===== src/rtl/uart_hash_ctrl.sv =====
// Frame controller between a UART receiver/transmitter pair and a hash core.
// Collects a length-prefixed frame into a byte buffer, streams it into the
// hash core, then returns the digest MSB byte first. Bad lengths and
// inter-byte timeouts are answered with a single error byte.
module uart_hash_ctrl #(
    parameter int         MAX_LEN        = 64,
    parameter int         DIGEST_BYTES   = 4,
    parameter int         TIMEOUT_CYCLES = 1000000,
    parameter logic [7:0] ERR_CODE       = 8'hEE
) (
    input  logic                      i_clk,
    input  logic                      i_rst_n,      // asynchronous, active-low
    input  logic [7:0]                i_rx_data,
    input  logic                      i_rx_ready,
    output logic [7:0]                o_tx_data,
    output logic                      o_tx_send,
    input  logic                      i_tx_busy,
    output logic                      o_hash_start,
    output logic [7:0]                o_hash_data,
    output logic                      o_hash_valid,
    output logic                      o_hash_last,
    input  logic                      i_hash_ready,
    input  logic                      i_hash_done,
    input  logic [DIGEST_BYTES*8-1:0] i_hash_digest,
    output logic                      o_busy,
    output logic                      o_err
);

    localparam int DW     = DIGEST_BYTES * 8;
    localparam int ADDR_W = (MAX_LEN > 1) ? $clog2(MAX_LEN) : 1;
    localparam int TW     = (TIMEOUT_CYCLES > 1) ? $clog2(TIMEOUT_CYCLES) : 1;

    localparam logic [TW-1:0] TLIM  = TW'(TIMEOUT_CYCLES - 1);
    localparam logic [7:0]    MAXL  = 8'(MAX_LEN);
    localparam logic [7:0]    KLAST = 8'(DIGEST_BYTES - 1);

    typedef enum logic [3:0] {
        S_IDLE,
        S_PAYLOAD,
        S_HSTART,
        S_FEED,
        S_WAIT,
        S_TX_SEND,
        S_TX_GUARD,
        S_TX_WAIT,
        S_ERR
    } state_t;

    state_t          r_state;
    state_t          w_state_next;
    logic [7:0]      r_len;
    logic [7:0]      r_widx;
    logic [7:0]      r_ridx;
    logic [TW-1:0]   r_tcnt;
    logic [DW-1:0]   r_digest;       // shifted left as bytes go out
    logic [7:0]      r_k;
    logic            r_err_mode;     // transmitting ERR_CODE instead of digest
    logic [7:0]      r_mem [0:MAX_LEN-1];
    logic [7:0]      r_rd_data;

    logic            w_rx_wr;
    logic            w_last_rd;
    logic [ADDR_W-1:0] w_rd_addr;
    logic [7:0]      w_tx_byte;

    assign w_rx_wr   = (r_state == S_PAYLOAD) && i_rx_ready;
    assign w_last_rd = (r_ridx == r_len - 8'd1);
    assign w_tx_byte = r_err_mode ? ERR_CODE : r_digest[DW-1 -: 8];

    // Read address runs one step ahead on a handshake so the registered read
    // presents the next byte exactly when the core wants it.
    always_comb begin
        w_rd_addr = r_ridx[ADDR_W-1:0];
        if (r_state == S_HSTART) begin
            w_rd_addr = '0;
        end else if ((r_state == S_FEED) && i_hash_ready) begin
            w_rd_addr = r_ridx[ADDR_W-1:0] + ADDR_W'(1);
        end
    end

    // Payload buffer: write on received payload bytes, registered read; not reset.
    always_ff @(posedge i_clk) begin
        if (w_rx_wr) begin
            r_mem[r_widx[ADDR_W-1:0]] <= i_rx_data;
        end
        r_rd_data <= r_mem[w_rd_addr];
    end

    // Next-state logic for the frame sequencer.
    always_comb begin
        w_state_next = r_state;
        case (r_state)
            S_IDLE: begin
                if (i_rx_ready) begin
                    if ((i_rx_data == 8'd0) || (i_rx_data > MAXL)) begin
                        w_state_next = S_ERR;
                    end else begin
                        w_state_next = S_PAYLOAD;
                    end
                end
            end
            S_PAYLOAD: begin
                if (i_rx_ready) begin
                    if (r_widx == r_len - 8'd1) begin
                        w_state_next = S_HSTART;
                    end
                end else if (r_tcnt == TLIM) begin
                    w_state_next = S_ERR;
                end
            end
            S_HSTART:   w_state_next = S_FEED;
            S_FEED: begin
                if (i_hash_ready && w_last_rd) begin
                    w_state_next = S_WAIT;
                end
            end
            S_WAIT: begin
                if (i_hash_done) begin
                    w_state_next = S_TX_SEND;
                end
            end
            S_TX_SEND: begin
                if (!i_tx_busy) begin
                    w_state_next = S_TX_GUARD;
                end
            end
            S_TX_GUARD: w_state_next = S_TX_WAIT;
            S_TX_WAIT: begin
                if (!i_tx_busy) begin
                    w_state_next = (r_k == KLAST) ? S_IDLE : S_TX_SEND;
                end
            end
            S_ERR:      w_state_next = S_TX_SEND;
            default:    w_state_next = S_IDLE;
        endcase
    end

    // State register plus indices, timeout counter and digest shifter.
    always_ff @(posedge i_clk or negedge i_rst_n) begin
        if (!i_rst_n) begin
            r_state    <= S_IDLE;
            r_len      <= 8'd0;
            r_widx     <= 8'd0;
            r_ridx     <= 8'd0;
            r_tcnt     <= '0;
            r_digest   <= '0;
            r_k        <= 8'd0;
            r_err_mode <= 1'b0;
        end else begin
            r_state <= w_state_next;
            case (r_state)
                S_IDLE: begin
                    r_widx <= 8'd0;
                    r_tcnt <= '0;
                    if (i_rx_ready) begin
                        r_len <= i_rx_data;
                    end
                end
                S_PAYLOAD: begin
                    if (i_rx_ready) begin
                        r_widx <= r_widx + 8'd1;
                        r_tcnt <= '0;
                    end else begin
                        r_tcnt <= r_tcnt + TW'(1);
                    end
                end
                S_HSTART: r_ridx <= 8'd0;
                S_FEED: begin
                    if (i_hash_ready) begin
                        r_ridx <= r_ridx + 8'd1;
                    end
                end
                S_WAIT: begin
                    if (i_hash_done) begin
                        r_digest   <= i_hash_digest;
                        r_k        <= 8'd0;
                        r_err_mode <= 1'b0;
                    end
                end
                S_ERR: begin
                    // One-byte reply: start the byte counter at its last value.
                    r_k        <= KLAST;
                    r_err_mode <= 1'b1;
                end
                S_TX_WAIT: begin
                    if (!i_tx_busy && (r_k != KLAST)) begin
                        r_k      <= r_k + 8'd1;
                        r_digest <= r_digest << 8;
                    end
                end
                default: ;
            endcase
        end
    end

    // Moore-style outputs decoded from state so reset clears them at once.
    always_comb begin
        o_tx_send    = 1'b0;
        o_tx_data    = 8'd0;
        o_hash_start = 1'b0;
        o_hash_data  = 8'd0;
        o_hash_valid = 1'b0;
        o_hash_last  = 1'b0;
        o_err        = 1'b0;
        o_busy       = (r_state != S_IDLE);
        case (r_state)
            S_HSTART: o_hash_start = 1'b1;
            S_FEED: begin
                o_hash_valid = 1'b1;
                o_hash_data  = r_rd_data;
                o_hash_last  = w_last_rd;
            end
            S_TX_SEND: begin
                o_tx_data = w_tx_byte;
                o_tx_send = !i_tx_busy;
            end
            S_ERR:    o_err = 1'b1;
            default: ;
        endcase
    end

endmodule


===== config.mk =====
export PLATFORM = sky130hd
export DESIGN_NAME = uart_hash_ctrl
export DESIGN_NICKNAME = d
export VERILOG_FILES = /design/src/rtl/uart_hash_ctrl.sv
export SDC_FILE = /design/constraint.sdc
export NUM_CORES = 1
export LEC_CHECK = 0
export ABC_AREA = 1
export BUFFER_PORTS_ARGS = -buffer_cell sky130_fd_sc_hd__buf_2
export CORE_AREA = 2 2 219 221
export DETAILED_ROUTE_END_ITERATION = 6
export DIE_AREA = 0 0 221 223
export PLACE_DENSITY_LB_ADDON = 0.2
export SYNTH_ARGS = -nofsm -noshare
export SYNTH_HDL_FRONTEND = slang
export SYNTH_SLANG_ARGS = --single-unit

===== constraint.sdc =====
create_clock -name i_clk -period 2.75 [get_ports i_clk]
set_input_delay 0.275 -clock i_clk [delete_from_list [all_inputs] [get_ports i_clk]]
set_output_delay 0.275 -clock i_clk [all_outputs]
set_load 0.01 [all_outputs]

==> impl_metrics.toml, run 1 <==
[yosys]
syn_avg_cell_area_um2 = 9.590
synth_cell_types = 44
yosys_warnings = 0
synth-seq-cells = 609
synth-edff-count = 512
synthTopCellsByArea = "edfxtp_1 55%, nand3_1 11%, nand2_1 8.4%, inv_1 8.1%, dfrtp_1 8.0%"
synthMuxAreaShare_pct = 0.04047
yosysTopAreaCell = "edfxtp_1"
synth_async_sr_flop_share_pct = 14.61
postSynthNetCount = 2952
synth_xor_area_share_pct = 0.5666
synth-main-ff-cell = "edfxtp_1"
ys_seq_area_share_pct = 63.84
synthCells = 2901
synthSimpleGateAreaFrac_pct = 21.98
synth_top_family_by_area = "simple AND/OR/NAND/NOR gates"
synth_compound_area_share_pct = 2.914
synthAdderAreaFrac_pct = 0.2249
synth_top_area_share_pct = 55.26
netlist_area_um2 = 27820

[place]
dp_hpwl_um = 46340
dpl_cell_area_um2 = 29580
port_buffers = 67
globalplace.congestion = 0.8814

[sta]
slew_viol_final = 0
finClkSkew_ns = 0.03020
max_freq_ghz = 0.3720
hold_viol_final = 0
worstMarginPinSlew_ns = 0.9596
setup_viol = 0
slew_headroom_pct = 36.02
post-route-period-util_pct = 97.76
period_minus_slack_ns = 2.688
fin_tns_setup_ns = 0
hold-worst-slack_ns = 0.04199

[pwr]
leakagePower_nw = 14.07
finalPower_w = 0.02658
power.density_nw_per_um2 = 826.1
ir_drop_mv = 0.5930

[floorplanning]
start_util_pct = 59.01
core_um2 = 47150
die_h_um = 223
die-area_um2 = 49280
io_pins = 68
die_w_um = 221
num_rows = 80

[drt]
drt_wl_total_um = 75350
drtAntennaViolNets = 0
route.detailed.drc = 0
drt-vias-per-instance = 5.617
drt_pass1_iterations = 6
num_vias = 21040
drtIter0Drc = 2337
drt-wirelength-per-cell_um = 20.12

[layout]
post-route-util_pct = 68.25
final_area_um2 = 32170
final_nets = 3128
n_fill_cell = 3511
final_layout_size_suffix_gt1_share_pct = 11.25
area_delta_synth_final_pct = 15.65

[global_routing]
grt_util_met1_pct = 41.16
grt_pass1_wl_um = 115500
grt_use_met2_pct = 49.62
grt_pass1_vias = 20250
antenna_found_initial = 1
grt_max_degree = 113
track_usage_pct = 30.50
grt.busiest_layer = "met2"
use_met3_pct = 5.518
overflow = 0

[critical_path]
path_cells = "inv_2, buf_4, nand3_2, xor2_2, nand2_1, nand2_1, nand2_1, nor2_1, nand3_1, nor2_1, buf_2"
reg2reg_to = "r_rd_data[3]$_DFF_P_"
arrival_ns = 2.41
cp_slowest_stage_delay_ns = 0.41
critical_path_class = "reg2out"
cpMaxStageDelayCell = "dfrtp_1"
crit_end = "o_hash_last"
r2r_cells = 15
cp-end-kind = "primary output"
timing.rr.start = "r_state[0]$_DFFE_PN0P_"
rrSetupSlack_ns = 0.10
cp_data_required_time_ns = 2.48
startpoint_type = "flip-flop"
critPathLaunch = "r_len[0]$_DFFE_PN0P_"
crit_top_cell = "nand2_1"
cp_max_fo = 5

[clock_network]
worstSkewPairLatency_ns = 0.64
clockBufferDepth = 3
clock-sinks = 609
numCtsBuffers = 61
htree_levels = 2
cts_tree = "done"
clkTransAtPathRegs_ns = 0.06
cts_root_buf = "clkbuf_16"

[run_status]
status = "finished, final reports clean"

[worst_hold_path]
worstHoldPathType = "in2reg"

[job]
maxCapViolations = 0
[cell usage after synthesis (all sizes together), types with 3 or more instances]
cell and count:
clkbuf 29, o22ai 7, xnor2 5, nor3 20, nand4 17, o211ai 25, dfrtp 89, ha 5
a31oi 3, edfxtp 512, o31ai 4, buf 99, inv 606, xor2 13, nand3 586, nor2 135
nand2 632, o21ai 65, a21oi 26, dfxtp 8
[per-layer routing]
layer | vias to the layer above | part of all wire, %
met2 | 1093 | 48
li1 | 9779 | -
met5 | - | 0
met1 | 9996 | 39
met3 | 168 | 9.2
met4 | 0 | 3.8
[critical path, delay by kind of cell (launching register included)]
| kind | cells | cell delay (ns) |
|---|---|---|
| xor gates and xnor gates | 1 | 0.21 |
| buffers and inverters | 3 | 0.42 |
| and+or+nand+nor | 7 | 0.75 |
| DFF | 1 | 0.41 |
[logic make-up after synthesis]
| logic type | count (synthesis) |
|---|---|
| flip-flops | 609 |
| adder cells (fa/ha/maj) | 5 |
| AND/OR/NAND/NOR | 1394 |
| multiplexers | 1 |
| AO/OA/AOI/OAI | 138 |
| XOR/XNOR | 18 |
| buffers and inverters | 736 |
[where the power goes]
part | total [W] | leakage, nW | switching, W | internal [W]
clock network | 0.00858 | 1.01 | 0.00360 | 0.00498
registers | 0.0108 | 5.82 | 0.000294 | 0.0105
logic | 0.00723 | 7.24 | 0.00484 | 0.00239
[registers in the layout, indices dropped and copies added, names as in the netlist]
name,flops
r_widx,8
r_tcnt,20
r_len,8
r_err_mode,1
r_state,4
r_ridx,8
r_k,8
r_digest,32
r_mem,512
r_rd_data,8
[through the flow]
stage | std cells | worst slack (ns)
2_1_floorplan | 2901 | 0.3431
3_3_place_gp | 3586 | 0.1267
3_5_place_dp | 3586 | 0.06542
4_1_cts | 3735 | 0.01362
5_1_grt | 3744 | -0.06524
6_report | 3745 | 0.06157
[cell type report]
cell class / instances / area (um2) / share of cell area [%]
diodes: 1 / 2.502 / 0.007778
clock buffers: 68 / 1574 / 4.892
clock inverters: 47 / 500.5 / 1.556
inverters: 608 / 2285 / 7.101
multi-input cells: 1557 / 7284 / 22.64
flip-flops and latches: 609 / 17760 / 55.21
well taps: 615 / 769.5 / 2.392
repair buffers: 240 / 1996 / 6.203
[how the worst min path moves through the flow]
stage | depth (start not counted) | endpoint | slack, ns | startpoint
6_report | 3 | r_digest[7]$_DFFE_PN0P_ | 0.04 | i_hash_done
5_1_grt | 3 | r_digest[4]$_DFFE_PN0P_ | 0.05 | i_hash_done
4_1_cts | 3 | r_digest[7]$_DFFE_PN0P_ | 0.01 | i_hash_done
3_5_place_dp | 1 | r_tcnt[9]$_DFFE_PN0P_ | 0.30 | i_rst_n
3_3_place_gp | 1 | r_tcnt[11]$_DFFE_PN0P_ | 0.30 | i_rst_n
2_1_floorplan | 0 | r_digest[0]$_DFFE_PN0P_ | -0.02 | i_rst_n
[layout by cell type (no fill, tap or decap), drive strengths merged, types with 26 or more instances in the layout]
cell,count
inv,609
nor2,135
buf,205
dlygate4sd3,34
a21oi,26
edfxtp,512
nand2,633
o21ai,65
clkinv,29
dfrtp,89
nand3,586
clkbuf,69
[what timing repair did]
item,in CTS,in global routing
gates resized for setup,3,18
setup buffers,0,7
endpoints found under the hold margin,72,0
cloned,0,2
hold buffers,34,0
pin swaps,0,8
endpoints found under the setup margin,1,13
(Power assumes the default switching activity.)
==> run 2, diff against run 1 <==
- PLACE_DENSITY: default -> 0.85
- PLACE_DENSITY_LB_ADDON: 0.2 -> default
==> impl_metrics.toml, run 2 (synthesized netlist as in run 1, its figures left out) <==
[layout]
final_cell_mix = "621 x nand2_1, 598 x inv_1, 580 x nand3_1"
area_delta_synth_final_pct = 16.32
largest_reg_flops = 512
layout_commonest_cell = "nand2_1"
final_cells = 3740
final_layout_size_suffix_gt1_share_pct = 11.01
final_area_um2 = 32360
post-route-util_pct = 68.64
final_nets = 3125

[critical_path]
cp-end-kind = "primary output"
cp_data_required_time_ns = 2.48
cp_max_fo = 4
arrival_ns = 2.44
r2r_cells = 11
startpoint_type = "flip-flop"
rrSetupSlack_ns = 0.08
critical_path_class = "reg2out"

[global_routing]
antenna_found_initial = 1
grt_max_degree = 75
grt_pass1_wl_um = 120200
track_usage_pct = 31.48
overflow = 0
grt_pass1_vias = 22000

[floorplanning]
die-area_um2 = 49280
core_um2 = 47150
die_w_um = 221
io_pins = 68
die_h_um = 223
start_util_pct = 59.01
num_rows = 80

[run_status]
violations = "design-rule violations"
status = "finished, violations left"

[drt]
drt-wirelength-per-cell_um = 20.99
route.detailed.drc = 2
drt-vias-per-instance = 5.879
num_vias = 21990
drtAntennaViolNets = 0
drt_wl_total_um = 78510
drt_pass1_iterations = 7
drtIter0Drc = 3067

[sta]
hold_viol_final = 0
max_freq_ghz = 0.3686
period_minus_slack_ns = 2.713
fin_ws_ns = 0.03673
worstMarginPinSlew_ns = 0.9388
slew_headroom_pct = 37.41
finClkSkew_ns = 0.02270
rsz0062_at_grt = "yes"
setup_viol = 0
post-route-period-util_pct = 98.66
slew_viol_final = 0

[pwr]
ir_drop_mv = 0.7762
power.density_nw_per_um2 = 855.0
leakagePower_nw = 14.17

[place]
dp.cells = 3577
port_buffers = 67
dp_hpwl_um = 45270
dpl_cell_area_um2 = 29500
pre_cts_ws_ns = 0.06773
globalplace.congestion = 0.9375

[clock_network]
clkTransAtPathRegs_ns = 0.07
cts_tree = "done"
clock-sinks = 609
htree_levels = 2
clockBufferDepth = 3
cts_root_buf = "clkbuf_16"
worstSkewPairLatency_ns = 0.63
numCtsBuffers = 60

[worst_hold_path]
worstHoldPathType = "in2reg"
hold_depth = 5

[job]
maxCapViolations = 0
[run 2: timing repair]
action / 4_1_cts / 5_1_grt
endpoints found under the setup margin: 1 / 8
pin swaps: 0 / 9
gates resized for setup: 2 / 21
hold endpoints to repair: 86 / 0
setup buffers: 0 / 13
cloned: 0 / 4
hold buffers: 33 / 0
[run 2: routing by layer]
metal  share of wire [%]  GRT usage [%]  up-vias
met5                   0              0        -
met4                 5.3          15.91        0
met3                  12          6.216      315
met2                  48          51.99     1528
met1                  35          39.91    10380
li1                    -              -     9770
[run 2: cell type report]
cell class                 instances  area (um2)
antenna                            1       2.502
clock buffer                      71        1614
clock inverter                    41       636.9
fill                            3199       14780
inverter                         608        2285
multi-input combinational       1559        7313
sequential                       609       17760
tap                              615       769.5
timing repair buffer             236        1978
[run 2: worst paths after layout]
| kind | from | to |
|---|---|---|
| worst max-delay path | r_len[0]$_DFFE_PN0P_ | o_hash_last |
| worst min-delay path | i_tx_busy | r_state[2]$_DFFE_PN0P_ |
| worst max register to register | r_state[3]$_DFFE_PN0P_ | r_mem[0][7]$_DFFE_PP_ |
| worst min register to register | r_ridx[7]$_DFFE_PN0P_ | r_ridx[7]$_DFFE_PN0P_ |
| max in group asynchronous | i_rst_n | r_digest[29]$_DFFE_PN0P_ |
| min in group asynchronous | i_rst_n | r_digest[30]$_DFFE_PN0P_ |
[run 2: metrics by stage]
step | setup TNS (ns) | hold slack, ns | power [W]
2_1_floorplan | 0 | -0.02059 | 0.01552
3_5_place_dp | 0 | 0.3793 | 0.01773
5_1_grt | -0.7489 | 0.06901 | 0.02869
6_report | 0 | 0.05636 | 0.02767
4_1_cts | 0 | 0.01490 | 0.02699
3_3_place_gp | 0 | 0.3703 | 0.01747
[run 2: critical path, stage by stage (launching register included)]
cell and delay (ns):
dfrtp_1 0.41, inv_2 0.13, ha_4 0.19, nand3_1 0.11, xor2_1 0.26, xor2_1 0.14
nor2_2 0.20, nand3_1 0.11, nor2_1 0.11, buf_2 0.15
[run 2: report_power, final]
part           switching (W)  internal, W  total [W]
sequential          0.000326       0.0105     0.0108
combinational        0.00514      0.00242    0.00756
clock                0.00354      0.00577    0.00930
total                0.00900       0.0187     0.0277
